==> src/rtl/sampstream_pkg.sv <==
// Shared constants for the sample-stream framer: FSM state codes, default
// sync byte, header length and a byte-lane helper.
package sampstream_pkg;

  // FSM state codes (plain constants so older tools and dumps read them as numbers)
  localparam logic [3:0] ST_IDLE = 4'd0;
  localparam logic [3:0] ST_SYNC = 4'd1;
  localparam logic [3:0] ST_SEQ  = 4'd2;
  localparam logic [3:0] ST_CNT  = 4'd3;
  localparam logic [3:0] ST_LOAD = 4'd4;
  localparam logic [3:0] ST_B0   = 4'd5;
  localparam logic [3:0] ST_B1   = 4'd6;
  localparam logic [3:0] ST_B2   = 4'd7;
  localparam logic [3:0] ST_B3   = 4'd8;
  localparam logic [3:0] ST_CSUM = 4'd9;

  // First byte of every packet; the host resynchronises on it
  localparam logic [7:0] SYNC_BYTE_DEFAULT = 8'hA5;

  // Sync, sequence and count bytes precede the sample bytes
  localparam int HDR_LEN = 3;

  // Little-endian byte lane idx of a 32-bit sample
  function automatic logic [7:0] word_byte(input logic [31:0] w, input logic [1:0] idx);
    return w[8*idx +: 8];
  endfunction

endpackage

==> src/rtl/sampstream_framer_byte_out.sv <==
// Registered byte output stage. Holds out_data/out_valid steady until the
// framer either loads the next byte or clears the stage after acceptance.
module byte_out_reg (
  input  logic       clk,
  input  logic       rst_n,
  input  logic       load,
  input  logic       clear,
  input  logic [7:0] load_data,
  output logic [7:0] out_data,
  output logic       out_valid
);

  logic [7:0] data_reg;
  logic       valid_reg;

  // Capture a new byte on load, drop valid on clear, otherwise hold
  always_ff @(posedge clk or negedge rst_n) begin
    if (!rst_n) begin
      data_reg  <= 8'h00;
      valid_reg <= 1'b0;
    end else if (clear) begin
      valid_reg <= 1'b0;
    end else if (load) begin
      data_reg  <= load_data;
      valid_reg <= 1'b1;
    end
  end

  assign out_data  = data_reg;
  assign out_valid = valid_reg;

endmodule

==> src/rtl/sampstream_framer.sv <==
// Pulls 32-bit samples from the sample queue stream port and frames them as
// byte packets: sync, seq, count, little-endian sample bytes, XOR checksum.
module sampstream_framer
  import sampstream_pkg::*;
#(
  parameter logic [7:0] SYNC_BYTE     = SYNC_BYTE_DEFAULT,
  parameter int         SETTLE_CYCLES = 2
) (
  input  logic        clk,
  input  logic        rst_n,
  input  logic        enable,
  input  logic [31:0] samp_stream_data,
  input  logic [7:0]  samp_stream_count,
  input  logic        samp_stream_avail,
  output logic        samp_stream_pull,
  output logic [7:0]  out_data,
  output logic        out_valid,
  input  logic        out_ready,
  output logic [7:0]  seq,
  output logic        busy
);

  localparam int              SW         = (SETTLE_CYCLES < 1) ? 1 : $clog2(SETTLE_CYCLES + 1);
  localparam logic [SW-1:0]   SETTLE_MAX = SW'(SETTLE_CYCLES);

  logic [3:0]    state_reg, state_next;
  logic [SW-1:0] settle_cnt_reg;
  logic [7:0]    remain_reg, remain_next;
  logic [7:0]    cnt_reg, cnt_next;
  logic [31:0]   shift_reg, shift_next;
  logic [7:0]    csum_reg, csum_next;
  logic [7:0]    seq_reg, seq_next;

  logic       settled;
  logic       accept;
  logic       pull;
  logic       byte_load;
  logic       byte_clear;
  logic [7:0] byte_data;

  // Queue outputs are registered and head data comes from a RAM read, so
  // they are only trusted once the settle counter has saturated.
  assign settled = (settle_cnt_reg == SETTLE_MAX);
  assign accept  = out_valid && out_ready;
  assign pull    = (state_reg == ST_LOAD) && settled && samp_stream_avail;

  assign samp_stream_pull = pull;
  assign seq              = seq_reg;
  assign busy             = (state_reg != ST_IDLE);

  // Settle counter: restart on every pull, saturate once the stream is stable
  always_ff @(posedge clk or negedge rst_n) begin
    if (!rst_n) begin
      settle_cnt_reg <= SETTLE_MAX;
    end else if (pull) begin
      settle_cnt_reg <= '0;
    end else if (!settled) begin
      settle_cnt_reg <= settle_cnt_reg + 1'b1;
    end
  end

  // Packet FSM: picks the next byte for the output stage and tracks checksum
  always_comb begin
    state_next  = state_reg;
    remain_next = remain_reg;
    cnt_next    = cnt_reg;
    shift_next  = shift_reg;
    csum_next   = csum_reg;
    seq_next    = seq_reg;
    byte_load   = 1'b0;
    byte_clear  = 1'b0;
    byte_data   = 8'h00;

    case (state_reg)
      ST_IDLE: begin
        if (enable && samp_stream_avail && settled && (samp_stream_count != 8'd0)) begin
          cnt_next    = samp_stream_count;
          remain_next = samp_stream_count;
          csum_next   = 8'h00;
          byte_load   = 1'b1;
          byte_data   = SYNC_BYTE;
          state_next  = ST_SYNC;
        end
      end
      ST_SYNC: begin
        // Sync byte is not covered by the checksum
        if (accept) begin
          byte_load  = 1'b1;
          byte_data  = seq_reg;
          state_next = ST_SEQ;
        end
      end
      ST_SEQ: begin
        if (accept) begin
          csum_next  = csum_reg ^ out_data;
          byte_load  = 1'b1;
          byte_data  = cnt_reg;
          state_next = ST_CNT;
        end
      end
      ST_CNT: begin
        if (accept) begin
          csum_next  = csum_reg ^ out_data;
          byte_clear = 1'b1;
          state_next = ST_LOAD;
        end
      end
      ST_LOAD: begin
        // Pull and capture happen in the same cycle; the head word is valid now
        if (pull) begin
          shift_next  = samp_stream_data;
          remain_next = remain_reg - 8'd1;
          byte_load   = 1'b1;
          byte_data   = samp_stream_data[7:0];
          state_next  = ST_B0;
        end
      end
      ST_B0, ST_B1, ST_B2: begin
        if (accept) begin
          csum_next  = csum_reg ^ out_data;
          byte_load  = 1'b1;
          byte_data  = word_byte(shift_reg, 2'(state_reg - ST_B0 + 4'd1));
          state_next = state_reg + 4'd1;
        end
      end
      ST_B3: begin
        if (accept) begin
          csum_next = csum_reg ^ out_data;
          if (remain_reg != 8'd0) begin
            byte_clear = 1'b1;
            state_next = ST_LOAD;
          end else begin
            byte_load  = 1'b1;
            byte_data  = csum_reg ^ out_data;
            state_next = ST_CSUM;
          end
        end
      end
      ST_CSUM: begin
        if (accept) begin
          seq_next   = seq_reg + 8'd1;
          byte_clear = 1'b1;
          state_next = ST_IDLE;
        end
      end
      default: begin
        byte_clear = 1'b1;
        state_next = ST_IDLE;
      end
    endcase
  end

  // FSM and datapath registers; a reset abandons any partial packet
  always_ff @(posedge clk or negedge rst_n) begin
    if (!rst_n) begin
      state_reg  <= ST_IDLE;
      remain_reg <= 8'h00;
      cnt_reg    <= 8'h00;
      shift_reg  <= 32'h0;
      csum_reg   <= 8'h00;
      seq_reg    <= 8'h00;
    end else begin
      state_reg  <= state_next;
      remain_reg <= remain_next;
      cnt_reg    <= cnt_next;
      shift_reg  <= shift_next;
      csum_reg   <= csum_next;
      seq_reg    <= seq_next;
    end
  end

  byte_out_reg u_byte_out (
    .clk       (clk),
    .rst_n     (rst_n),
    .load      (byte_load),
    .clear     (byte_clear),
    .load_data (byte_data),
    .out_data  (out_data),
    .out_valid (out_valid)
  );

endmodule

==> config.mk <==
export PLATFORM = sky130hd
export DESIGN_NAME = sampstream_framer
export DESIGN_NICKNAME = d
export VERILOG_FILES = /design/src/rtl/sampstream_pkg.sv /design/src/rtl/sampstream_framer_byte_out.sv /design/src/rtl/sampstream_framer.sv
export SDC_FILE = /design/constraint.sdc
export NUM_CORES = 1
export LEC_CHECK = 0
export ABC_AREA = 1
export BUFFER_PORTS_ARGS = -buffer_cell sky130_fd_sc_hd__clkbuf_2
export CAP_MARGIN = 20
export CORE_UTILIZATION = 40
export CTS_BUF_LIST = sky130_fd_sc_hd__clkbuf_4
export CTS_CLUSTER_DIAMETER = 50
export CTS_CLUSTER_SIZE = 14
export DETAILED_ROUTE_END_ITERATION = 6
export PLACE_DENSITY = 0.68
export SLEW_MARGIN = 20
export SYNTH_ARGS = -nofsm -noshare
export SYNTH_HDL_FRONTEND = slang
export SYNTH_SLANG_ARGS = --single-unit
==> constraint.sdc <==
create_clock -name clk -period 2.7 [get_ports clk]
set_input_delay 0.27 -clock clk [delete_from_list [all_inputs] [get_ports clk]]
set_output_delay 0.27 -clock clk [all_outputs]
set_load 0.05 [all_outputs]
==> metrics.md, run 1 <==
| Metric | Value |
|---|---|
| DR pass1 iterations | 5 |
| Net Count, Synth | 646 |
| Clk_lat worst skew | 0.46 ns |
| Slowest stage delay, CP | 0.43 ns |
| Num rows | 38 |
| Clock-pin transition on the worst setup and hold timing paths | 0.13 ns |
| GRT Total Usage | 20.6% |
| CP max-delay cell | dfrtp_1 |
| Met1 Use GR | 26.1% |
| TritonCTS clock tree | yes |
| Worst slew margin | 52.4% |
| Core area | 10800 um2 |
| Worst vdd ir | 0.432 mV |
| Max-slew violations | 0 |
| Final nets | 725 |
| Bufs on Longest Clock Path | 2 |
| DR WL/cell | 13.4 um |
| Top cell type's share of synthesized area | 43.7% |
| Most frequent cell after synthesis | nand2_1 |
| Grt met3 use | 4.72% |
| RSZ-0062 raised after global routing | no |
| Syn-to-layout area delta | 19.1% |
| Mapped Cells | 594 |
| Post-synth top area cell | dfrtp_1 |
| Worst clock skew | 0.0172 ns |
| Drt via density | 4.96 |
| Tmin final | 2.49 ns |
| Number of global-route vias before repair | 3885 |
| Max Cap Viol | 0 |
| M2 GR Usage | 34.0% |
| Final setup fails | 0 |
| GR peak layer | met2 |
| Hpwl dp | 8.18 mm |
| DIE HEIGHT | 108 um |
| Buffers on Ports | 63 |
| Largest register FFs | 32 |
| Initial antenna violation count | 0 |
| Asr flop ratio synth | 100% |
| Crit end category | output pin |
| Number of synthesized register bits | 79 |
| Number of enable flip-flop cells after synthesis | 0 |
| Critical path's top delay family | buffers and inverters |
| Crit share post-route | 92.1% |
| Leakage power | 2.86 nW |
| Post-Place Worst Slack | 0.448 ns |
| Fmax | 0.402 GHz |
| Startpoint types | register |
| Vias | 4056 |
| Hold Path Class | in -> reg |
| CP arrival | 2.22 ns |
| Die area | 11600 um2 |
| Final Power | 5.28 mW |
| Crit path max fanout | 53 |
| Syn. warnings | 0 |
| DRC | 0 |
| Pin count of the biggest net entering global routing | 80 |
| Synthesized area | 4470 um2 |
| Worst Path Required | 2.43 ns |
| Routability cong. | 0.882 |
| Worst setup margin | 0.214 ns |
| CTS H-tree lvls | 3 |
| Die width | 108 um |
| Final WL | 11.0 mm |
| CP Cell Sequence | clkinvlp_4 > ha_1 > nand3_4 > nor2_4 > buf_8 > buf_12 |
| DRT antenna net count | 0 |
| First-pass GRT wire length | 18.3 mm |
| Share of cells above drive strength 1 | 17.6% |
| Final hold viol count | 0 |
| Unique masters post-synth | 35 |
| Primary FF master, synth | dfrtp_1 |
| Grt total ovfl | 0 |
| Ports | 64 |
| Starting DRT DRC Count | 245 |
| Antenna Cells | 0 |
| Root Buffer | clkbuf_4 |
| Crit path kind | reg -> out |
| Tightest Pin Transition | 0.714 ns |
| Top cells by instance count after synthesis | nand2_1, dfrtp_1, inv_1 |
| Clock Sinks | 79 |
| Setup TNS | 0 ns |
| CP bufs+invs | 3 |
| P per Cell Area | 993 nW/um2 |
| Largest cells by area after synthesis | dfrtp_1, nand2_1, o21ai_0 |
| Average size of a mapped cell | 7.52 um2 |
| Post-synthesis sequential area ratio | 44.3% |
| Initial Utilization | 41.2% |
| Num CTS Buffers | 9 |
| Status | finished, final reports clean |
-- through the flow --
stage                     utilization, %  instances  hold WS [ns]  cell area, um2
after global placement              45.3        781         0.463            4910
after global routing                49.1        818        0.0195            5320
after detailed placement            45.3        781         0.478            4910
after floorplan                        -        594       -0.0256            4470
final                               49.1        818        0.0293            5320
after CTS                           49.0        818      0.000535            5310
-- placed cells by master (no fill, tap or decap), drive strengths merged, types with 8 or more instances in the layout --
cell	Yosys	routed
clkbuf	10	72
nand4	8	8
o21ai	62	62
nor2	36	36
dlygate4sd3	0	21
nand3	47	47
nand2	225	225
dfrtp	78	78
inv	64	63
a21oi	8	8
xor2	15	15
o211ai	9	9
-- where the power goes --
group          switching, mW  leakage, nW  total [mW]  internal, mW
logic                   1.65         1.80        2.42         0.779
clock network          0.420       0.0973       0.911         0.491
registers              0.302        0.966        1.95          1.65
-- routing by layer --
layer,vias to the layer above,share of wire [%]
met5,-,0
li1,2048,-
met1,1894,46
met3,21,4.7
met2,93,47
met4,0,2.2
-- final cells by class --
type                    count  area, um2
fillers                  1080       5520
multi-input cells         430       2140
flip-flops and latches     79       1980
repair buffers             89        592
inverters                  64        246
well taps                 140        175
clock inverters             5        106
clock buffers              11       82.6
-- tightest hold or removal path: cells and delay by family --
| kind | cells | cell delay (ns) |
|---|---|---|
| AOI/OAI and AO/OA | 1 | 0.07 |
| buffers and inverters | 1 | 0.07 |
| and+or+nand+nor | 1 | 0.05 |
-- kinds of logic after synthesis --
logic type	share of synthesized area, %
XOR/XNOR	3.33
adder cells (fa/ha/maj)	1.96
multiplexers	0.252
buffers and inverters	7.84
AO/OA/AOI/OAI	10.9
flip-flops	44.3
AND/OR/NAND/NOR	31.4
-- worst paths after layout --
path | cells after the start | from | slack, ns | to
worst max-delay path | 6 | state_reg[0] | 0.21 | samp_stream_pull
worst min-delay path | 3 | samp_stream_data[30] | 0.03 | shift_reg[30]
worst max register to register | 8 | state_reg[0] | 0.40 | seq[6]
worst min register to register | 1 | settle_cnt_reg[0] | 0.49 | settle_cnt_reg[0]
max in group asynchronous | 2 | rst_n | 1.81 | seq[0]
min in group asynchronous | 2 | rst_n | 0.40 | remain_reg[4]
-- what timing repair did --
item	4_1_cts	5_1_grt
pin swaps	0	0
setup endpoints to repair	1	1
gates resized for setup	1	3
buffers inserted	0	0
hold buffers	21	0
endpoints found under the hold margin	88	0
Note: power is estimated with default switching activity, not from simulation.
==> run 2, diff against run 1 <==
Settings changed: MAX_ROUTING_LAYER set to met4, SLEW_MARGIN 20 to 10.
==> metrics.md, run 2 (same netlist as run 1, synthesis figures left out) <==
| Metric | Value |
|---|---|
| Status | finished, final reports clean |
| Worst setup margin | 0.197 ns |
| DR WL/cell | 13.4 um |
| Crit path kind | reg -> out |
| Syn-to-layout area delta | 14.8% |
| Clock Sinks | 79 |
| Slowest stage delay, CP | 0.52 ns |
| Worst path most repeated cell | buf_12 |
| Post-Place Worst Slack | 0.284 ns |
| Crit end category | output pin |
| CP max-delay cell | dfrtp_2 |
| WL met2 | 5.19 mm |
| Final WL | 10.7 mm |
| Pin count of the biggest net entering global routing | 80 |
| P per Cell Area | 1000 nW/um2 |
| Top sig layer | met4 |
| Core area | 10800 um2 |
| Worst slew margin | 62.0% |
| CP Cell Sequence | inv_2 > ha_2 > nand3_4 > nor2_4 > buf_12 > buf_12 |
| Die area | 11600 um2 |
| Buffers on Ports | 63 |
| Crit path max fanout | 53 |
| Initial Utilization | 41.2% |
| Vias | 3956 |
| RSZ-0062 raised after global routing | no |
| Clk_lat worst skew | 0.44 ns |
| Tmin final | 2.50 ns |
| CTS H-tree lvls | 3 |
| Worst clock skew | 0.0213 ns |
| Worst Path Required | 2.43 ns |
| Worst vdd ir | 0.369 mV |
| WL met3 | 381 um |
| Layout fillers | 1080 |
| DIE HEIGHT | 108 um |
| Root Buffer | clkbuf_4 |
| Final setup fails | 0 |
| Setup TNS | 0 ns |
| Grt total ovfl | 0 |
| Commonest non-fill, non-tap cell in the layout | nand2_1 |
| WL met1 | 4.92 mm |
| Leakage power | 2.78 nW |
| Routability cong. | 0.902 |
| Clock-pin transition on the worst setup and hold timing paths | 0.13 ns |
| Crit share post-route | 92.7% |
| Initial antenna violation count | 0 |
| GRT Total Usage | 20.3% |
| Hold Path Class | in -> reg |
| Placed cells | 780 |
| Startpoint types | register |
| Max Cap Viol | 0 |
| Antenna Cells | 0 |
| Drt via density | 4.95 |
| Starting DRT DRC Count | 280 |
| Non-Filler Instances | 799 |
| Fmax | 0.400 GHz |
| CP arrival | 2.23 ns |
| DR pass1 iterations | 4 |
| Die width | 108 um |
| Bufs on Longest Clock Path | 2 |
| DRT antenna net count | 0 |
| Share of cells above drive strength 1 | 18.4% |
| Tightest Pin Transition | 0.569 ns |
| Final hold viol count | 0 |
| Number of global-route vias before repair | 3757 |
| Most frequent cells in the layout | nand2_1, dfrtp_1, clkbuf_2 |
| Largest register FFs | 32 |
| Final nets | 706 |
| Max-slew violations | 0 |
| TritonCTS clock tree | yes |
| Num rows | 38 |
| Hpwl dp | 7.93 mm |
| Ports | 64 |
| DRC | 0 |
| Num CTS Buffers | 9 |
| First-pass GRT wire length | 17.7 mm |
## run 2: final timing paths
kind	start	endpoint	slack (ns)	cells past startpoint
setup / recovery	state_reg[1]	samp_stream_pull	0.20	6
setup reg to reg	state_reg[1]	seq[6]	0.35	8
hold reg to reg	settle_cnt_reg[0]	settle_cnt_reg[0]	0.49	1
min in group asynchronous	rst_n	cnt_reg[7]	0.29	2
max in group asynchronous	rst_n	settle_cnt_reg[1]	1.79	3
hold / removal	samp_stream_data[13]	shift_reg[13]	0.03	3
## run 2: final cells by class
type                       count  area [um2]  share of cell area [%]
clock buffer                  12        90.1                    1.76
multi-input combinational    430        2150                    41.8
clock inverter                 4        72.6                    1.41
inverter                      64         243                    4.73
tap                          140         175                    3.42
timing repair buffer          70         423                    8.25
sequential                    79        1980                    38.6
## run 2: routing by layer
layer | track usage, % | vias up
met3 | 2.85 | 13
met5 | - | -
met4 | 8.51 | 0
met1 | 26.0 | 1856
met2 | 32.3 | 84
li1 | - | 2003
## run 2: timing repair
| item | 4_1_cts | 5_1_grt |
|---|---|---|
| hold buffers | 1 | 1 |
| setup endpoints to repair | 1 | 2 |
| buffers inserted | 0 | 0 |
| resized for setup | 3 | 3 |
| hold endpoints to repair | 1 | 30 |
## run 2: stage by stage
step                      power [mW]  area, um2  hold slack [ns]  utilization (%)
after floorplan                 3.80       4470          -0.0256                -
after global placement          4.26       4900            0.462             45.2
after detailed placement        4.32       4900            0.463             45.2
after CTS                       5.15       5080         0.000235             46.9
after global routing            5.56       5130          0.00994             47.3
final                           5.13       5130           0.0335             47.3
## run 2: where the power goes
| group | switching (mW) | internal [mW] |
|---|---|---|
| logic | 1.61 | 0.757 |
| registers | 0.303 | 1.65 |
| clock network | 0.414 | 0.406 |
| total | 2.32 | 2.81 |
## run 2: critical path: cells and delay by family, from the launching register on
family | cells | cell delay, ns
buffers and inverters | 3 | 0.58
adder cells (fa/ha/maj) | 1 | 0.28
flip-flops | 1 | 0.52
AND/OR/NAND/NOR | 2 | 0.40
==> run 3, diff against run 2 <==
Settings changed: CELL_PAD_IN_SITES_DETAIL_PLACEMENT set to 0, CELL_PAD_IN_SITES_GLOBAL_PLACEMENT set to 1, PLACE_DENSITY 0.68 to 0.86.
==> metrics.md, run 3 (same netlist as run 1, synthesis figures left out) <==
| Metric | Value |
|---|---|
| Non-Filler Instances | 799 |
| Final hold viol count | 0 |
| P per Cell Area | 1030 nW/um2 |
| Pin count of the biggest net entering global routing | 80 |
| Antenna Cells | 0 |
| Worst R2R Path Depth | 8 |
| Routability cong. | 0.917 |
| Initial antenna violation count | 0 |
| Root Buffer | clkbuf_4 |
| Bufs on Longest Clock Path | 2 |
| Register-to-register setup slack | 0.36 ns |
| Finished layout cell area | 5140 um2 |
| Worst clock skew | 0.0189 ns |
| Final core occ | 47.4% |
| Die area | 11600 um2 |
| First-pass GRT wire length | 18.7 mm |
| CP arrival | 2.25 ns |
| CTS H-tree lvls | 3 |
| Syn-to-layout area delta | 14.9% |
| Slowest stage delay, CP | 0.52 ns |
| Crit share post-route | 93.3% |
| Final setup fails | 0 |
| Setup TNS | 0 ns |
| Number of global-route vias before repair | 3944 |
| DIE HEIGHT | 108 um |
| Clock-pin transition on the worst setup and hold timing paths | 0.14 ns |
| Layout fillers | 1099 |
| GRT Total Usage | 21.2% |
| Max Cap Viol | 0 |
| Grt total ovfl | 0 |
| Share of cells above drive strength 1 | 18.2% |
| Most frequent cells in the layout | nand2_1, dfrtp_1, clkbuf_2 |
| TritonCTS clock tree | yes |
| Max-slew violations | 0 |
| Clk_lat worst skew | 0.44 ns |
| DRC | 0 |
| Tmin final | 2.52 ns |
| Status | finished, final reports clean |
| Starting DRT DRC Count | 214 |
| Ports | 64 |
| DR WL/cell | 13.8 um |
| RSZ-0062 raised after global routing | no |
| CP Cell Sequence | inv_2 > ha_1 > nand3_4 > nor2_4 > buf_8 > buf_12 |
| Critical Path Stages | 6 |
| Worst setup path start | state_reg[1] |
| Tightest Pin Transition | 0.524 ns |
| Crit path max fanout | 42 |
| Clock Sinks | 79 |
| Crit path kind | reg -> out |
| Final nets | 706 |
| Startpoint types | register |
| Drt via density | 5.02 |
| CP bufs+invs | 3 |
| Critical path's top delay family | buffers and inverters |
| Hpwl dp | 8.34 mm |
| Critical path endpoint | samp_stream_pull |
| Worst slew margin | 64.9% |
| Num CTS Buffers | 9 |
| Leakage power | 2.79 nW |
| Worst vdd ir | 0.445 mV |
| Crit end category | output pin |
| Die width | 108 um |
| Reg-to-reg endpoint | seq[6] |
| Min Hold Slack | 0.0294 ns |
| Buffers on Ports | 63 |
| Final WL | 11.0 mm |
| RR Startpoint | state_reg[0] |
| Core area | 10800 um2 |
| Fmax | 0.397 GHz |
| Worst Path Required | 2.43 ns |
| Commonest non-fill, non-tap cell in the layout | nand2_1 |
| Placement Cell Area | 4910 um2 |
| Initial Utilization | 41.2% |
| Hold path startpoint | samp_stream_data[15] |
| Largest register FFs | 32 |
| Placed cells | 781 |
| DRT antenna net count | 0 |
| CP max-delay cell | dfrtp_2 |
| Num rows | 38 |
| Hold Path Class | in -> reg |
| Vias | 4012 |
| DR pass1 iterations | 5 |
[run 3: worst reg2reg max path, delay by kind of cell, from the launching register on]
kind / cells / cell delay (ns)
xor gates and xnor gates: 1 / 0.15
buffers and inverters: 1 / 0.28
adders and majority gates: 1 / 0.45
DFF: 1 / 0.42
and+or+nand+nor: 5 / 0.93
[run 3: area by class of cell]
type | count | area [um2] | area share, %
Clock buffer | 9 | 67.6 | 1.32
Clock inverter | 7 | 120 | 2.34
Inverter | 64 | 246 | 4.80
Multi-Input combinational cell | 430 | 2140 | 41.7
Sequential cell | 79 | 1980 | 38.5
Tap cell | 140 | 175 | 3.41
Timing Repair Buffer | 70 | 408 | 7.94
[run 3: power breakdown]
part / switching (mW) / leakage [nW] / internal, mW
registers: 0.308 / 0.965 / 1.65
logic: 1.64 / 1.72 / 0.757
clock network: 0.452 / 0.0981 / 0.472
[run 3: worst min path at each step]
stage                        endpoint  slack [ns]  cells after the start
finish                  shift_reg[15]        0.03                      3
global route            shift_reg[22]        0.02                      3
floorplan                  cnt_reg[0]       -0.03                      0
detailed placement      shift_reg[20]        0.47                      2
global placement    settle_cnt_reg[0]        0.46                      1
CTS                     shift_reg[21]        0.02                      1
[run 3: timing repair]
item                       4_1_cts  5_1_grt
hold endpoints to repair         0       37
resized for setup                1        3
setup endpoints to repair        1        1
buffers inserted                 0        0
gates cloned                     0        0
hold buffers                     0        1
[run 3: through the flow]
step / worst slack (ns) / total power [mW]
after floorplan: 0.460 / 3.80
after global placement: 0.405 / 4.31
after detailed placement: 0.341 / 4.37
after CTS: 0.0481 / 5.29
after global routing: 0.0178 / 5.74
final: 0.182 / 5.28
[run 3: routing by layer]
metal | vias up | track usage (%) | part of all wire [%]
met2 | 109 | 33.4 | 46
met4 | 0 | 7.63 | 2.1
li1 | 2007 | - | -
met1 | 1876 | 27.6 | 47
met3 | 20 | 3.15 | 4.3
met5 | - | - | 0
